--- src/rtl/sha256_pkg.sv ---
// Shared definitions for the SHA-256 digest reader: widths, the reader
// state encoding and the SHA-256 initial hash values H0..H7.
package sha256_pkg;

  localparam int WORD_W    = 32;
  localparam int NUM_WORDS = 8;
  localparam int DIGEST_W  = WORD_W * NUM_WORDS;
  localparam int CNT_W     = $clog2(NUM_WORDS);

  localparam logic [CNT_W-1:0] LAST_IDX = CNT_W'(NUM_WORDS - 1);

  typedef enum logic {
    IDLE = 1'b0,
    SEND = 1'b1
  } reader_state_e;

  // SHA-256 initial hash state, H0 in the top word.
  localparam logic [DIGEST_W-1:0] H_INIT =
    256'h6a09e667_bb67ae85_3c6ef372_a54ff53a_510e527f_9b05688c_1f83d9ab_5be0cd19;

endpackage

--- src/rtl/sha256_digest_buf.sv ---
// Eight-word digest buffer: parallel load of the full hash state (H0 to
// word 0), combinational indexed read, and a per-word clear used to wipe
// words as they are read out.
module sha256_digest_buf
  import sha256_pkg::*;
(
  input  logic                 CLK,
  input  logic                 RST,
  input  logic                 load_en_i,
  input  logic [DIGEST_W-1:0]  load_data_i,
  input  logic                 clr_en_i,
  input  logic [CNT_W-1:0]     clr_idx_i,
  input  logic [CNT_W-1:0]     rd_idx_i,
  output logic [WORD_W-1:0]    rd_data_o
);

  logic [WORD_W-1:0] mem_q [NUM_WORDS];

  // Word storage: load has priority; load and clear never coincide in use.
  always_ff @(posedge CLK or posedge RST) begin
    if (RST) begin
      for (int i = 0; i < NUM_WORDS; i++) mem_q[i] <= '0;
    end else if (load_en_i) begin
      for (int i = 0; i < NUM_WORDS; i++)
        mem_q[i] <= load_data_i[DIGEST_W-1-i*WORD_W -: WORD_W];
    end else if (clr_en_i) begin
      mem_q[clr_idx_i] <= '0;
    end
  end

  assign rd_data_o = mem_q[rd_idx_i];

endmodule

--- src/rtl/sha256_digest_reader.sv ---
// SHA-256 digest reader: captures the 256-bit hash state in one cycle and
// streams it out H0..H7 as 32-bit words over valid/ready.
// Build option SHA_DIGEST_ZEROIZE_EN: wipe each buffer word as it transfers.
//
// state | meaning
// ------+--------------------------------------------------------------
// IDLE  | no digest in flight; data_o=0, valid_o=0; waits for load_i
// SEND  | valid_o=1, data_o=buffer[cnt]; advances on each transfer
module sha256_digest_reader
  import sha256_pkg::*;
(
  input  logic                 CLK,
  input  logic                 RST,
  input  logic                 load_i,
  input  logic [DIGEST_W-1:0]  digest_i,
  output logic                 busy_o,
  output logic [WORD_W-1:0]    data_o,
  output logic                 valid_o,
  input  logic                 ready_i,
  output logic                 last_o,
  output logic                 done_o
);

  reader_state_e     state_q;
  logic [CNT_W-1:0]  cnt_q;
  logic [CNT_W-1:0]  cnt_d;
  logic [WORD_W-1:0] data_q;
  logic              valid_q;
  logic              last_q;
  logic              done_q;
  logic [WORD_W-1:0] next_word;
  logic              capture;
  logic              xfer;
  logic              clr_en;

  assign cnt_d   = cnt_q + 1'b1;
  assign capture = (state_q == IDLE) && load_i;
  assign xfer    = (state_q == SEND) && ready_i;

`ifdef SHA_DIGEST_ZEROIZE_EN
  assign clr_en = xfer;
`else
  assign clr_en = 1'b0;
`endif

  sha256_digest_buf u_buf (
    .CLK         (CLK),
    .RST         (RST),
    .load_en_i   (capture),
    .load_data_i (digest_i),
    .clr_en_i    (clr_en),
    .clr_idx_i   (cnt_q),
    .rd_idx_i    (cnt_d),
    .rd_data_o   (next_word)
  );

  // Reader FSM with registered outputs; the next word is prefetched from
  // the buffer so data_o is already valid on the cycle after a transfer.
  always_ff @(posedge CLK or posedge RST) begin
    if (RST) begin
      state_q <= IDLE;
      cnt_q   <= '0;
      data_q  <= '0;
      valid_q <= 1'b0;
      last_q  <= 1'b0;
      done_q  <= 1'b0;
    end else begin
      done_q <= 1'b0;
      case (state_q)
        IDLE: begin
          if (load_i) begin
            state_q <= SEND;
            cnt_q   <= '0;
            data_q  <= digest_i[DIGEST_W-1 -: WORD_W];
            valid_q <= 1'b1;
            last_q  <= (LAST_IDX == '0);
          end
        end
        SEND: begin
          if (ready_i) begin
            if (cnt_q == LAST_IDX) begin
              state_q <= IDLE;
              cnt_q   <= '0;
              data_q  <= '0;
              valid_q <= 1'b0;
              last_q  <= 1'b0;
              done_q  <= 1'b1;
            end else begin
              cnt_q  <= cnt_d;
              data_q <= next_word;
              last_q <= (cnt_d == LAST_IDX);
            end
          end
        end
        default: state_q <= IDLE;
      endcase
    end
  end

  assign busy_o  = (state_q == SEND);
  assign data_o  = data_q;
  assign valid_o = valid_q;
  assign last_o  = last_q;
  assign done_o  = done_q;

endmodule

--- config.mk ---
export PLATFORM = sky130hd
export DESIGN_NAME = sha256_digest_reader
export DESIGN_NICKNAME = d
export VERILOG_FILES = /design/src/rtl/sha256_pkg.sv /design/src/rtl/sha256_digest_buf.sv /design/src/rtl/sha256_digest_reader.sv
export SDC_FILE = /design/constraint.sdc
export NUM_CORES = 1
export LEC_CHECK = 0
export CAP_MARGIN = 20
export CORE_UTILIZATION = 56
export DETAILED_ROUTE_END_ITERATION = 6
export PLACE_DENSITY_LB_ADDON = 0.1
export RECOVER_POWER = 50
export SLEW_MARGIN = 20
export SYNTH_ARGS = -nofsm -noshare
export SYNTH_HDL_FRONTEND = slang
export SYNTH_HIERARCHICAL = 1
export SYNTH_SLANG_ARGS = --single-unit
--- constraint.sdc ---
create_clock -name CLK -period 13.41 [get_ports CLK]
set_input_delay 2.0115 -clock CLK [delete_from_list [all_inputs] [get_ports CLK]]
set_output_delay 2.0115 -clock CLK [all_outputs]
set_load 0.01 [all_outputs]
==> results of run 1 <==
## critical path: cells and delay by family
family | cells | cell delay (ns)
buffers and inverters | 3 | 4.56
AOI/OAI and AO/OA | 1 | 0.12
and+or+nand+nor | 2 | 0.43
## registers in the layout (all words and copies together) (netlist names)
register and count:
done_o 1, last_o 1, valid_o 1, busy_o 1
data_o 32, u_buf/mem_q 256, cnt_q 3
## report_power, final
part / switching (mW) / leakage, nW / internal, mW / total, mW
logic: 0.709 / 3.35 / 0.770 / 1.48
clock network: 0.346 / 0.506 / 0.525 / 0.871
registers: 0.223 / 3.92 / 1.28 / 1.50
total: 1.28 / 7.77 / 2.57 / 3.85
## logic make-up after synthesis
| family | count (synthesis) | share of synthesized area |
|---|---|---|
| buf+inv | 345 | 0.104 |
| other cells | 1 | 0.000262 |
| flops | 295 | 0.515 |
| compound gates | 325 | 0.167 |
| mux | 97 | 0.133 |
| simple gates | 278 | 0.0771 |
| fa+ha+maj | 4 | 0.00349 |
## cell type report
cell class | count | area share
flip-flops and latches | 295 | 0.404
multi-input cells | 712 | 0.302
repair buffers | 306 | 0.167
clock buffers | 43 | 0.0477
inverters | 228 | 0.0470
well taps | 330 | 0.0226
clock inverters | 11 | 0.00864
diodes | 4 | 0.000548
## metrics by stage
step | util | instances | hold slack (ns)
3_3_place_gp | 0.684 | 1871 | 0.460
4_1_cts | 0.725 | 1925 | 0.483
2_1_floorplan | - | 1352 | 0.461
3_5_place_dp | 0.684 | 1871 | 0.468
6_report | 0.725 | 1929 | 0.483
5_1_grt | 0.725 | 1928 | 0.499
## cell usage in the layout, fill, tap and decap left out, types with 2 or more instances in the layout
cell type / instances
a22o_1: 32
dlygate4sd3_1: 30
and4b_1: 3
inv_1: 225
o21ai_0: 17
conb_1: 8
clkdlybuf4s50_1: 265
bufinv_16: 4
clkbuf_8: 5
buf_4: 8
a22oi_1: 31
mux2_4: 15
ha_1: 3
mux2_2: 17
dfrtp_1: 295
o31ai_1: 225
o21ai_1: 16
diode_2: 4
clkinv_2: 7
nor2_1: 3
nor4bb_1: 3
mux4_1: 6
clkbuf_16: 31
nand2_1: 262
mux4_2: 58
nor2b_1: 2
clkbuf_1: 9
nand3_1: 2
## per-layer routing
layer / vias to the layer above / global-route usage
li1: 5082 / -
met1: 5428 / 0.422
met2: 415 / 0.496
met3: 85 / 0.0442
met4: 2 / 0.131
met5: - / 0
## path summary, 6_finish.rpt
path                       startpoint                to  slack (ns)  cells after the start
setup / recovery               load_i  u_buf/mem_q[163]        6.63                      6
hold / removal                valid_o           valid_o        0.48                      1
setup reg to reg               busy_o  u_buf/mem_q[163]        8.14                      5
hold reg to reg               valid_o           valid_o        0.48                      1
max in group asynchronous         RST  u_buf/mem_q[250]        6.87                      3
min in group asynchronous         RST        data_o[21]        2.51                      2
==> run_results.csv, run 1 <==
group,metric,value,unit
drt,viasPerCell,5.71,
global_route,grt_max_degree,275,
drt,top_layer,"met5",
clock_tree,cts_buffer_depth,3,
global_route,antenna_found_initial,4,
placed_design,place_ws,8.57,ns
setup_path,cp_max_fo,108,
drt,drt-initial-drc-count,1001,
finish,multi_input_comb_area,5520,µm²
sta,worst_pin_slew,7.32,ns
clock_tree,hold_buffers,0,
power,ir_drop,115,µV
placed_design,placed_area,17200,µm²
setup_path,critPathLaunchType,"input port",
drt,postRouteAntennaNets,0,
clock_tree,h-tree-depth,1,
sta,worst_slack,6.63,ns
drt,drt_wl_total,39.5,mm
drt,met1_length,16.6,mm
clock_tree,clock_latency,0.56,ns
drt,via_count,11000,
yosys,avgSynthCellArea,10.7,µm²
yosys,synth_edf_count,0,
finish,postLayoutCellArea,18300,µm²
global_route,grt_usage,0.308,
setup_path,cp.arrival,7.23,ns
setup_path,crit_slowest_cell,"clkbuf_1",
global_route,grt-ovfl-total,0,
power,power_leakage,7.77,nW
global_route,grt_pass1_vias,11300,
yosys,synth_area_leaders,"dfrtp_1 51%, o31ai_1 12%, mux4_2 9.1%",
sta,drv_slew,581,
yosys,synthCells,1345,
yosys,synth_ff_type,"dfrtp_1",
sta,fin_crit,6.78,ns
drt,drc_errors,0,
placed_design,numPortBuffers,295,
sta,post-route-period-util,0.506,
sta,finalSetupViolCount,0,
drt,wl_met2,18.8,mm
power,powerDensity,211,nW/µm²
flow_run,cap_viol_max_count,4,
min_path,hold_path.class,"flip-flop to flip-flop",
drt,drtPass1Iterations,5,
yosys,synth-seq-area-share,0.515,
clock_tree,clock_sinks,295,
clock_tree,cts-buffers-inserted,30,
setup_path,path_cells,"dlygate4sd3_1 -> nor2b_1 -> clkbuf_1 -> buf_4 -> nand2_1 -> o31ai_1",
die,ios,296,
yosys,yosysMostFrequentCell,"dfrtp_1",
drt,met3_length,2.38,mm
sta,slew_headroom,-3.95,
setup_path,critPathCaptureType,"flip-flop",
finish,regArea,7380,µm²
sta,setup_tns,0,ns
yosys,synth_commonest_cells,"295 x dfrtp_1, 262 x nand2_1, 228 x inv_1",
clock_tree,cts_setup_buffers,0,
finish,area_growth,27.3,%
finish,drive_above_1_share,0.0959,
sta,hold_violations,0,
die,coreArea,25200,µm²
placed_design,hpwl,24.8,mm
status,violations,"capacitance limit, slew limit",
setup_path,worst_ep_required_time,13.85,ns
die,initial_core_util,0.569,
sta,finalClockSkew,0.0169,ns
die,die_h,162,µm
global_route,grt_pass1_wl,61.7,mm
clock_tree,clk_pin_slew_worst_paths,0.07,ns
finish,num-fill-cells,1796,
yosys,ys_ff_latch,295,
yosys,yosysUniqueCellTypes,33,
yosys,synth_area_leader_cell,"dfrtp_1",
yosys,syn-cell-area,14300,µm²
setup_path,slowest_delay,2.83,ns
yosys,async_flop_share,1.00,
die,chipWidth,162,µm
die,std_cell_rows,58,
power,design_power_total,3.85,mW
yosys,ys_warn_count,6,
setup_path,crit_type,"input port to flip-flop",
placed_design,gp_congestion,0.835,
sta,rsz0062_at_grt,"no",
yosys,netlist.area_leader.share,0.515,
clock_tree,cts_tree,"yes",
clock_tree,cts_resized,0,
clock_tree,root_buffer,"clkbuf_16",
sta,fmax,147,MHz
drt,avgRoutedWirePerCell,20.5,µm
finish,fin_nets,1837,
die,die-area,26300,µm²
status,outcome,"complete, but fails checks",
No activity file was read; power rests on OpenSTA's default activity.
==> inputs of run 2 (changes only) <==
CORE_UTILIZATION = 52   (was 56)
clock period = 6.8 ns   (was 13.41 ns; I/O delays follow)
==> run 2 against run 1 <==
Largest cell class unchanged. Non-clock buffer count rose by 1. Register-to-register slack got worse by 5.9 ns. Cell area rose by 0.34%. Core utilization fell by 4.7 points. The run still ends with capacitance limit, slew limit left. Worst setup slack got worse by 4.7 ns. Clock skew fell by 0.011 ns. Hold slack got worse by 0.0041 ns. Clock power rose by 99%. Clock-buffer cell count rose by 2. Sequential share of layout area fell by 0.14 points. Wire length rose by 1.8%.
==> run_results.csv, run 2 (synthesis results as in run 1) <==
group,metric,value,unit
status,outcome,"complete, but fails checks",
status,violations,"capacitance limit, slew limit",
setup_path,r2r-start,"cnt_q[0]",
clock_tree,root_buffer,"clkbuf_16",
die,std_cell_rows,60,
finish,area_growth,27.7,%
min_path,hold_path.class,"flip-flop to flip-flop",
drt,drtPass1Iterations,5,
global_route,grt_pass1_wl,63.2,mm
die,coreArea,27000,µm²
power,design_power_total,7.62,mW
sta,rsz0062_at_grt,"no",
setup_path,crit_path_start,"load_i",
sta,fmax,206,MHz
placed_design,place_ws,3.16,ns
finish,fin_nets,1839,
sta,post-route-period-util,0.713,
setup_path,critPathLaunchType,"input port",
sta,worst_slack,1.95,ns
setup_path,critPathCaptureType,"flip-flop",
finish,top_register,"u_buf/mem_q",
clock_tree,cts-buffers-inserted,31,
clock_tree,cts_tree,"yes",
sta,drv_slew,375,
finish,fin_cells,1941,
finish,layout_common_cells,"295 x dfrtp_1, 291 x clkdlybuf4s50_1, 262 x nand2_1",
clock_tree,cts_buffer_depth,3,
placed_design,gp_congestion,0.827,
clock_tree,clock_latency,0.55,ns
setup_path,crit_type,"input port to flip-flop",
die,die-area,28200,µm²
global_route,grt_usage,0.291,
power,power_leakage,7.75,nW
clock_tree,cts_resized,0,
die,chipWidth,168,µm
sta,setup_tns,0,ns
global_route,grt_pass1_vias,11400,
global_route,grt_max_degree,203,
setup_path,slowest_delay,2.38,ns
die,die_h,168,µm
placed_design,dp.cells,1883,
power,ir_drop,234,µV
setup_path,path_cells,"dlygate4sd3_1 -> nor2b_1 -> buf_4 -> nand2_1 -> o31ai_1",
setup_path,cp_max_fo,87,
sta,finalClockSkew,0.00561,ns
sta,fin_crit,4.85,ns
die,initial_core_util,0.531,
setup_path,worst_ep_required_time,7.25,ns
sta,worst_pin_slew,7.42,ns
placed_design,numPortBuffers,295,
drt,avgRoutedWirePerCell,20.7,µm
sta,finalSetupViolCount,0,
clock_tree,clk_pin_slew_worst_paths,0.06,ns
global_route,grt-ovfl-total,0,
placed_design,hpwl,25.1,mm
clock_tree,h-tree-depth,1,
drt,drt-initial-drc-count,966,
finish,drive_above_1_share,0.0984,
finish,final_common_cell,"dfrtp_1",
clock_tree,hold_buffers,0,
global_route,antenna_found_initial,6,
drt,viasPerCell,5.66,
sta,whs,0.478,ns
setup_path,cp.arrival,5.30,ns
sta,hold_violations,0,
power,powerDensity,416,nW/µm²
drt,postRouteAntennaNets,0,
drt,drt_wl_total,40.2,mm
clock_tree,cts_setup_buffers,0,
die,ios,296,
setup_path,crit_slowest_cell,"nor2b_1",
sta,slew_headroom,-4.02,
flow_run,cap_viol_max_count,4,
drt,via_count,11000,
clock_tree,clock_sinks,295,
drt,drc_errors,0,
finish,largest_register_ffs,256,
min_path,worstHoldStart,"data_o[21]",
[run 2: worst paths after layout]
kind	to	slack [ns]	depth (start not counted)
max	u_buf/mem_q[112]	1.95	5
min reg2reg	data_o[21]	0.48	2
min	data_o[21]	0.48	2
min in group asynchronous	u_buf/mem_q[247]	1.39	2
max reg2reg	data_o[27]	2.28	6
max in group asynchronous	u_buf/mem_q[5]	4.01	3
[run 2: worst max-delay path: cells and delay by family]
| family | cells | cell delay (ns) |
|---|---|---|
| AND/OR/NAND/NOR | 2 | 2.53 |
| buffers and inverters | 2 | 1.59 |
| AO/OA/AOI/OAI | 1 | 0.12 |
[run 2: area by class of cell]
class / instances / area (µm²)
multi-input combinational: 712 / 5520
timing repair buffer: 307 / 3080
inverter: 228 / 858
fill: 2110 / 8710
clock inverter: 9 / 123
sequential: 295 / 7380
clock buffer: 45 / 918
tap: 341 / 427
antenna: 4 / 10.0
[run 2: power breakdown]
| group | switching [mW] | leakage (nW) | internal [mW] |
|---|---|---|---|
| Sequential | 0.440 | 3.92 | 2.51 |
| Clock | 0.689 | 0.515 | 1.04 |
| Combinational | 1.40 | 3.32 | 1.54 |
[run 2: per-stage QoR]
step / util / instance area, µm²
floorplan: - / 14400
global placement: 0.639 / 17300
detailed placement: 0.639 / 17300
CTS: 0.678 / 18300
global route: 0.677 / 18300
finish: 0.678 / 18300
[run 2: metal layers]
layer  GRT usage  wire, µm
met4       0.137      2150
met3      0.0538      2480
met2       0.469     18800
met5           0        37
met1       0.385     16700
